**src/rtl/bram_wide_read_streamer.sv**
```systemverilog
// Read-side sequencer for wide-read BRAMs: issues rce/ra, captures rq and
// streams it out as OUT_DATA_WIDTH lanes, lane 0 (LSBs) first.
//
// Ports:
//   clk, rst          clock, synchronous active-high reset
//   start, base_addr, word_count   transfer request (sampled when idle)
//   busy, done        status; done pulses once after the final lane
//   rce, ra, rq       RAM read port (rq valid the cycle after rce)
//   out_valid/out_ready/out_data/out_last   lane stream
//
// Optional macro BRAM_STREAM_PREFETCH_EN adds a one-word hold register so
// the next wide word is fetched while the current one drains.
module bram_wide_read_streamer #(
  parameter int READ_ADDR_WIDTH = 10,
  parameter int READ_DATA_WIDTH = 32,
  parameter int OUT_DATA_WIDTH  = 16
) (
  input  logic                       clk,
  input  logic                       rst,
  input  logic                       start,
  input  logic [READ_ADDR_WIDTH-1:0] base_addr,
  input  logic [READ_ADDR_WIDTH:0]   word_count,
  output logic                       busy,
  output logic                       done,
  output logic                       rce,
  output logic [READ_ADDR_WIDTH-1:0] ra,
  input  logic [READ_DATA_WIDTH-1:0] rq,
  output logic                       out_valid,
  input  logic                       out_ready,
  output logic [OUT_DATA_WIDTH-1:0]  out_data,
  output logic                       out_last
);

  localparam int RATIO = READ_DATA_WIDTH / OUT_DATA_WIDTH;
  localparam int LW    = (RATIO > 1) ? $clog2(RATIO) : 1;
  localparam logic [LW-1:0] LAST_LANE = LW'(RATIO - 1);

  if (!((RATIO == 1) || (RATIO == 2) || (RATIO == 4)) ||
      (RATIO * OUT_DATA_WIDTH != READ_DATA_WIDTH)) begin : g_bad_ratio
    $error("READ_DATA_WIDTH/OUT_DATA_WIDTH must be 1, 2 or 4");
  end

  typedef enum logic [1:0] {
    IDLE,
    ISSUE,
    CAPTURE,
    DRAIN
  } state_t;

  state_t                       state_q, state_d;
  logic [READ_ADDR_WIDTH-1:0]   addr_q, addr_d;
  logic [READ_ADDR_WIDTH:0]     rem_q, rem_d;
  logic [LW-1:0]                lane_q, lane_d;
  logic [READ_DATA_WIDTH-1:0]   shift_q, shift_d;
  logic                         done_q, done_d;
  logic                         rce_c;
  logic                         accept;
  logic                         last_lane;
  logic                         more_q;

`ifdef BRAM_STREAM_PREFETCH_EN
  logic [READ_DATA_WIDTH-1:0]   hold_q, hold_d;
  logic                         hold_v_q, hold_v_d;
  // pf_q: a prefetch read is in flight, rq carries it this cycle
  logic                         pf_q, pf_d;
  logic                         pf_issue;
`endif

  assign accept    = (state_q == DRAIN) && out_ready;
  assign last_lane = (lane_q == LAST_LANE);

`ifdef BRAM_STREAM_PREFETCH_EN
  // rem only drops when a word is captured, so a word in flight or held
  // still counts as "more to come"
  assign more_q   = (rem_q != '0) || hold_v_q || pf_q;
  assign pf_issue = (state_q == DRAIN) && (lane_q == '0) &&
                    (rem_q != '0) && !hold_v_q && !pf_q;
`else
  assign more_q   = (rem_q != '0);
`endif

  always_comb begin
    state_d = state_q;
    addr_d  = addr_q;
    rem_d   = rem_q;
    lane_d  = lane_q;
    shift_d = shift_q;
    done_d  = 1'b0;
    rce_c   = 1'b0;
`ifdef BRAM_STREAM_PREFETCH_EN
    hold_d   = hold_q;
    hold_v_d = hold_v_q;
    pf_d     = 1'b0;
`endif
    unique case (state_q)
      IDLE: begin
        if (start) begin
          if (word_count != '0) begin
            addr_d  = base_addr;
            rem_d   = word_count;
            state_d = ISSUE;
          end else begin
            done_d = 1'b1;
          end
        end
      end
      ISSUE: begin
        rce_c   = 1'b1;
        state_d = CAPTURE;
      end
      CAPTURE: begin
        shift_d = rq;
        lane_d  = '0;
        addr_d  = addr_q + 1'b1;
        rem_d   = rem_q - 1'b1;
        state_d = DRAIN;
      end
      DRAIN: begin
`ifdef BRAM_STREAM_PREFETCH_EN
        rce_c = pf_issue;
        // a prefetch issued on the final accept becomes a plain CAPTURE
        pf_d  = pf_issue && !(accept && last_lane);
        if (pf_q) begin
          addr_d = addr_q + 1'b1;
          rem_d  = rem_q - 1'b1;
          if (!(accept && last_lane)) begin
            hold_d   = rq;
            hold_v_d = 1'b1;
          end
        end
        if (accept) begin
          if (!last_lane) begin
            shift_d = shift_q >> OUT_DATA_WIDTH;
            lane_d  = lane_q + 1'b1;
          end else if (hold_v_q) begin
            shift_d  = hold_q;
            hold_v_d = 1'b0;
            lane_d   = '0;
          end else if (pf_q) begin
            shift_d = rq;
            lane_d  = '0;
          end else if (pf_issue) begin
            state_d = CAPTURE;
          end else if (rem_q != '0) begin
            state_d = ISSUE;
          end else begin
            state_d = IDLE;
            done_d  = 1'b1;
          end
        end
`else
        if (accept) begin
          shift_d = shift_q >> OUT_DATA_WIDTH;
          lane_d  = lane_q + 1'b1;
          if (last_lane) begin
            if (rem_q != '0) begin
              state_d = ISSUE;
            end else begin
              state_d = IDLE;
              done_d  = 1'b1;
            end
          end
        end
`endif
      end
      default: state_d = IDLE;
    endcase
  end

  always_ff @(posedge clk) begin
    if (rst) begin
      state_q <= IDLE;
      addr_q  <= '0;
      rem_q   <= '0;
      lane_q  <= '0;
      shift_q <= '0;
      done_q  <= 1'b0;
`ifdef BRAM_STREAM_PREFETCH_EN
      hold_q   <= '0;
      hold_v_q <= 1'b0;
      pf_q     <= 1'b0;
`endif
    end else begin
      state_q <= state_d;
      addr_q  <= addr_d;
      rem_q   <= rem_d;
      lane_q  <= lane_d;
      shift_q <= shift_d;
      done_q  <= done_d;
`ifdef BRAM_STREAM_PREFETCH_EN
      hold_q   <= hold_d;
      hold_v_q <= hold_v_d;
      pf_q     <= pf_d;
`endif
    end
  end

  assign busy      = (state_q != IDLE);
  assign done      = done_q;
  assign rce       = rce_c;
  assign ra        = rce_c ? addr_q : '0;
  assign out_valid = (state_q == DRAIN);
  assign out_data  = out_valid ? shift_q[OUT_DATA_WIDTH-1:0] : '0;
  assign out_last  = out_valid && last_lane && !more_q;

endmodule

```
**config.mk**
```make
export PLATFORM = sky130hd
export DESIGN_NAME = bram_wide_read_streamer
export DESIGN_NICKNAME = d
export VERILOG_FILES = /design/src/rtl/bram_wide_read_streamer.sv
export SDC_FILE = /design/constraint.sdc
export NUM_CORES = 1
export LEC_CHECK = 0
export CORE_UTILIZATION = 43
export CTS_CLUSTER_SIZE = 10
export DETAILED_ROUTE_END_ITERATION = 7
export PLACE_DENSITY = 0.74
export SYNTH_ARGS = -nofsm -noshare
export SYNTH_HDL_FRONTEND = slang
export SYNTH_SLANG_ARGS = --single-unit
```
**constraint.sdc**
```tcl
create_clock -name clk -period 2.2 [get_ports clk]
set_clock_uncertainty 0.1 [all_clocks]
set_input_delay 0.44 -clock clk [delete_from_list [all_inputs] [get_ports clk]]
set_output_delay 0.44 -clock clk [all_outputs]
set_load 0.01 [all_outputs]
```
# After elaboration in Yosys (flattened, before gate mapping)

Cells that the tools add are included.

Register bits after elaboration: 57
Bits of input ports: 57
Output and inout port bits: 31
Word-level logic and storage cells: 54

Add/sub/neg operators: 3
Equal/unequal tests: 7
Muxes and demuxes: 25
Reductions and logical operators: 13

Operators by type and width:

| cell                                                | count |
|---|---|
| one-hot mux 32 bit (2 select lines)                 | 1 |
| two-way mux 32 bit                                  | 1 |
| two-way mux 10 bit                                  | 3 |
| two-way mux 11 bit                                  | 2 |
| one-hot mux 11 bit (2 select lines)                 | 1 |
| nonzero test 11 bit                                 | 2 |
| one-hot mux 10 bit (2 select lines)                 | 1 |
| two-way mux 16 bit                                  | 1 |
| subtractor 11 x 1 -> 11 bit (second input constant) | 1 |
| adder 10 x 1 -> 10 bit (second input constant)      | 1 |
| two-way mux 1 bit                                   | 8 |
| two-way mux 2 bit                                   | 4 |
| one-hot mux 2 bit (4 select lines)                  | 1 |
| nonzero test 2 bit                                  | 3 |
| == test 2 bit (second input constant)               | 2 |
| != test 2 x 1 -> 1 bit (second input constant)      | 2 |
| != test 2 bit (second input constant)               | 2 |
| one-hot mux 1 bit (2 select lines)                  | 2 |
| AND reduction 4 bit                                 | 1 |
| logical AND 1 bit                                   | 3 |
| AND reduction 3 bit                                 | 1 |
| == test 2 x 1 -> 1 bit (second input constant)      | 1 |
| zero test 2 bit                                     | 1 |
| AND reduction 2 bit                                 | 1 |
| 2 further kinds                                     | 2 |

# Logic depth before layout (Yosys ltp)

Depth in word-level cells: 5
Gate-level depth with buffers: 9
Mapped depth without buffers: 6

# Least setup slack after synthesis

Ideal clock, no wire load.

Path kind: register to register
Start: register state_q[0]
End: register addr_q[7]
Library setup time: 0.087 ns
Arrival: 1.876 ns
Data required time: 2.013 ns
Slack: 0.137 ns
Stages on the path, launching flop included: 8
Buffers on the path: 1
Clock period less this slack: 2.063 ns
Cell sequence: dfxtp_1 -> inv_1 -> ha_1 -> or4b_4 -> o31a_1 -> buf_4 -> a211o_1 -> o31ai_1

Word-level cells in the longest chain between the ends: 3
Elaborated cells between the ends (all ways): 7
Classes of those cells: eq/ne (3); mux (1); reduce/logical (3)

Ends and longest elaborated chain:

| item                                                                        | RTL line | source |
|---|---|---|
| start: declaration                                                          | 50       | `state_t state_q, state_d;` |
| start signal: assignment                                                    | 184      | `state_q <= state_d;` |
| == test 2 bit / zero test 2 bit (equally long branches)                     | 95       | `unique case (state_q)` |
| nonzero test 2 bit (no source line) / != test 2 bit (equally long branches) | -        |  |
| AND reduction 3 bit (no source line)                                        | -        |  |
| end signal: assignment                                                      | 185      | `addr_q <= addr_d;` |
| end: declaration                                                            | 51       | `logic [READ_ADDR_WIDTH-1:0] addr_q, addr_d;` |

Several ways; a longest one is shown, not always the timed one.
A chain may end at the register's enable or synchronous reset.

# Worst setup path after layout

Start: register rem_q[3]
End: output out_last

Word-level cells in the longest chain between the ends: 3

Ends and longest elaborated chain:

| item                     | RTL line | source |
|---|---|---|
| start: declaration       | 52       | `logic [READ_ADDR_WIDTH:0] rem_q, rem_d;` |
| start signal: assignment | 186      | `rem_q <= rem_d;` |
| nonzero test 11 bit      | 79       | `assign more_q = (rem_q != '0);` |
| zero test 1 bit          | 204      | `assign out_last = out_valid && last_lane && !more_q;` |
| logical AND 1 bit        | 204      |  |
| end: declaration         | 31       | `output logic out_last` |

Every way passes these cells.

==> results.md <==
Worst setup path:
- The critical path goes through or4_4 -> nor4_4 -> and3_4 -> buf_6.
- On the critical path the largest part of the delay comes from simple AND/OR/NAND/NOR gates.
- For the worst setup path, the data arrival time is approximately 1.8 ns.
- STA classifies the critical path startpoint as a flop.
- On the worst path, the slowest cell contributes a delay of roughly 0.55 ns.
- The required time of the critical path is 1.66 ns.
- Setup slack on the worst reg-to-reg path comes out at about 0.02 ns.
- The number of cells on the worst reg-to-reg path is 10.
- The endpoint identified for the worst register-to-register timing path is rem_q[10].
- The number of buffer and inverter instances along the worst setup path is 1.
- The worst register-to-register path begins at rem_q[3].
- Of all nets on the critical path, the largest fanout is 3.
- The type of element capturing the critical path is an output port.
- The worst setup path is of the reg -> out kind.
- The slowest stage cell on the critical path is or4_4.

Final layout:
- The count of inserted antenna diode cells is 0.
- The share of final-layout standard cells stronger than drive strength 1 is a little under a fifth.
- The final non-filler cell total is 576.
- The library cells used most frequently in the layout, excluding fill and tap cells, are 55 x clkdlybuf4s50_1, 53 x dfxtp_1, 41 x nor2_1.
- Cells fill 68.3% of the core in the end.
- The final layout contains 539 nets.
- The area growth from synthesis to layout is 54.2%.
- The most common library cell in the layout ignoring fill and taps is clkdlybuf4s50_1.

Hold path:
- The origin of the worst min-delay path is shift_q[11].
- The tightest min-delay check is of the reg -> reg type.
- For hold timing, the worst endpoint is shift_q[11].
- The worst hold path was traced through 2 stages.

Placed design:
- The total placed cells including tap cells is 552.
- Input and output buffers added on the ports amount to 87.
- The routability-driven placement congestion ratio is 0.862.
- The HPWL after detailed placement is just under 6000 µm.

Timing:
- The total setup violations reported at the end of the flow is 1.
- Setup repair after global routing could not meet its margin everywhere.
- At the pin with the least slew margin, the transition time is between 0.6 and 0.7 ns.
- The share of the clock period used by the worst path is 106%.
- The time the final worst path needs with I/O delays and setup is 2.33 ns.
- The final number of max-transition violations is 0.
- Hold timing on the final database bottoms out at a slack of around 0.40 ns.
- In this run the tightest slew margin relative to its limit is 56.7%.
- The count of endpoints failing hold in the final timing report was 0.
- The slack of the critical path is -0.133 ns.
- For this run, the top clock speed supported by timing is 0.429 GHz.

Die:
- The width of the chip is between 80 and 90 µm.
- In this run the vertical extent of the chip is 85.7 µm.
- The placement row count is 30.
- The total die area is about 7300 µm².
- Once the floorplan was initialized, standard cells occupied 44.3% of the core.
- The area of the core is approximately 6800 µm².
- For this design the top-level I/O count stands at 88.

Clocking:
- TritonCTS built the clock tree.
- The root buffer cell is clkbuf_8.
- In this run, CTS created clock tree buffers numbering 9.
- Clock-pin slew was measured on the worst setup and hold paths at roughly 0.060 ns.
- The number of H-tree branching levels is 3.
- The maximum root-to-sink buffer count is 2.
- For the worst-skew pair, the clock arrives at the later sink with an insertion delay of around 0.34 ns.
- In this run, post-CTS hold repair placed 0 buffers.
- The clock net in this run drives a total of between 50 and 60 sinks.

Synthesis:
- The post-synthesis instance total is 359.
- Synthesis inferred 57 register bits.
- The mapped netlist covers 3010 µm².
- By area the synthesized netlist is led by dfxtp_1 38%, mux2i_1 6.3%, and2_1 5.6%, nor2_1 5.2%, a211oi_1 4.7%.
- Counting flops with a built-in enable in the synthesized netlist gives 0.
- The average size of a mapped cell is approximately 8.4 µm².
- The number of nets in the synthesized netlist is ~420.
- The cell type contributing the most total cell area after synthesis is dfxtp_1.
- The share of flip-flops with an asynchronous set or reset after synthesis is 0%.
- The Yosys step of the flow raised 0 warnings.
- Counting distinct cell types in the post-synthesis netlist gives 52.
- Among all flip-flop cells after synthesis, the most frequent one is dfxtp_1.
- The proportion of netlist area held by the largest area contributor is between 30% and 40%.
- The sequential element share of the synthesized area is about 38%.

Drt:
- The total wire length after detailed routing is between 8000 and 9000 µm.
- The via total after detailed routing is between 3000 and 4000.
- After detailed routing, the met3 layer carries 410 µm of wire.
- The first-pass iteration count of the detailed router is 5.
- The routed metal-1 wire length is 3890 µm.
- The count of nets left with antenna violations once routing finished came out at 0.
- The detailed-route DRC error count is 0.
- After the first detailed-routing iteration, the DRC count stood at 169.
- After detailed routing, the number of vias per cell comes to 5.43.
- The highest metal layer used by the detailed router is met4.
- Dividing the detail-routed wire length by the instance count gives 14.6 µm.
- After detailed routing, the met2 layer carries about 3900 µm of wire.

Pwr:
- The power density over the cells is about 1200 nW/µm².
- Across the VDD grid, the largest voltage drop is between 0.7 and 0.8 mV.
- The total power consumption of the routed design is roughly 5.6 mW.
- For this design the static power due to leakage is slightly below 2 nW.

Outcome:
- The checks that failed: setup timing.
- The run finished, with violations left.

Global routing:
- The global route total overflow is 0.
- The first-pass GRT wire length is 13300 µm.
- The via count of the first global-routing pass is 2806.
- Entering global routing, the biggest net connects 33 pins.
- The total routing resource utilization after global routing is a little under a quarter.
- The initial antenna violation count is 0.

Flow run:
- The number of max-capacitance violations reported is 0.
-- flip-flops by register name (all words and copies together), names as in the netlist --
name     flops
addr_q      10
done         1
lane_q       1
state_q      2
shift_q     32
rem_q       11
-- area by class of cell --
| cell class | instances | area, µm² |
|---|---|---|
| fillers | 530 | 2150 |
| flip-flops and latches | 57 | 1150 |
| clock buffers | 11 | 151 |
| well taps | 96 | 120 |
| multi-input cells | 265 | 1810 |
| inverters | 10 | 37.5 |
| repair buffers | 132 | 1290 |
| clock inverters | 5 | 77.6 |
-- worst register-to-register path: cells and delay by family, from the launching register on --
kind | cells | cell delay [ns]
mux | 1 | 0.06
flops | 1 | 0.32
simple gates | 2 | 0.80
compound gates | 1 | 0.25
buf+inv | 6 | 0.57
-- cells in the mapped netlist, types with 3 or more instances --
library cell	number
dfxtp_1	57
nor2_1	42
a21oi_1	27
and2_1	27
a211oi_1	19
mux2i_1	19
a22oi_1	16
clkbuf_1	16
nand2_1	11
o21ai_0	10
inv_1	9
o21ai_1	9
buf_2	7
ha_1	7
nor2b_1	7
nor3_1	7
nand3_1	6
o32ai_1	6
and3_1	5
nand2b_1	5
buf_1	3
nand4_1	3
or4_1	3
-- logic make-up (layout without fill, tap and decap cells) --
family	Yosys count	in the layout	synth area share, %
mux	20	20	6.69
flops	57	57	37.9
compound gates	108	108	24.1
fa+ha+maj	7	7	2.91
simple gates	130	130	23.3
buf+inv	37	158	5.03
-- worst max-delay path by stage --
stage	startpoint	cells past startpoint	slack [ns]	endpoint
detailed placement	word_count[9]	7	-0.30	rem_q[6]
global route	rem_q[3]	4	-0.19	out_last
CTS	rem_q[9]	4	-0.14	out_last
floorplan	state_q[0]	7	0.14	addr_q[7]
finish	rem_q[3]	4	-0.13	out_last
global placement	word_count[6]	6	-0.23	addr_q[7]
-- power by group --
group,internal (mW),leakage [nW],switching (mW)
sequential,1.39,0.468,0.256
clock,0.695,0.115,0.424
combinational,1.45,1.40,1.40
total,3.54,1.99,2.08
-- metal layers --
| layer | vias up | track usage (%) |
|---|---|---|
| met5 | - | 0 |
| li1 | 1553 | - |
| met2 | 101 | 35.3 |
| met1 | 1456 | 31.7 |
| met3 | 17 | 4.81 |
| met4 | 0 | 10.3 |
-- timing repair --
action / CTS / global route
setup endpoints to repair: 47 / 42
setup buffers: 9 / 1
pin swaps: 7 / 11
gates resized for setup: 38 / 36
gates cloned: 0 / 1
-- through the flow --
stage | instance area [µm²] | setup slack, ns | setup TNS [ns]
floorplan | 3010 | 0.137 | 0
global placement | 4200 | -0.228 | -6.73
detailed placement | 4200 | -0.302 | -8.57
CTS | 4520 | -0.144 | -0.361
global route | 4640 | -0.194 | -0.289
finish | 4640 | -0.133 | -0.133
(Power assumes the default switching activity.)
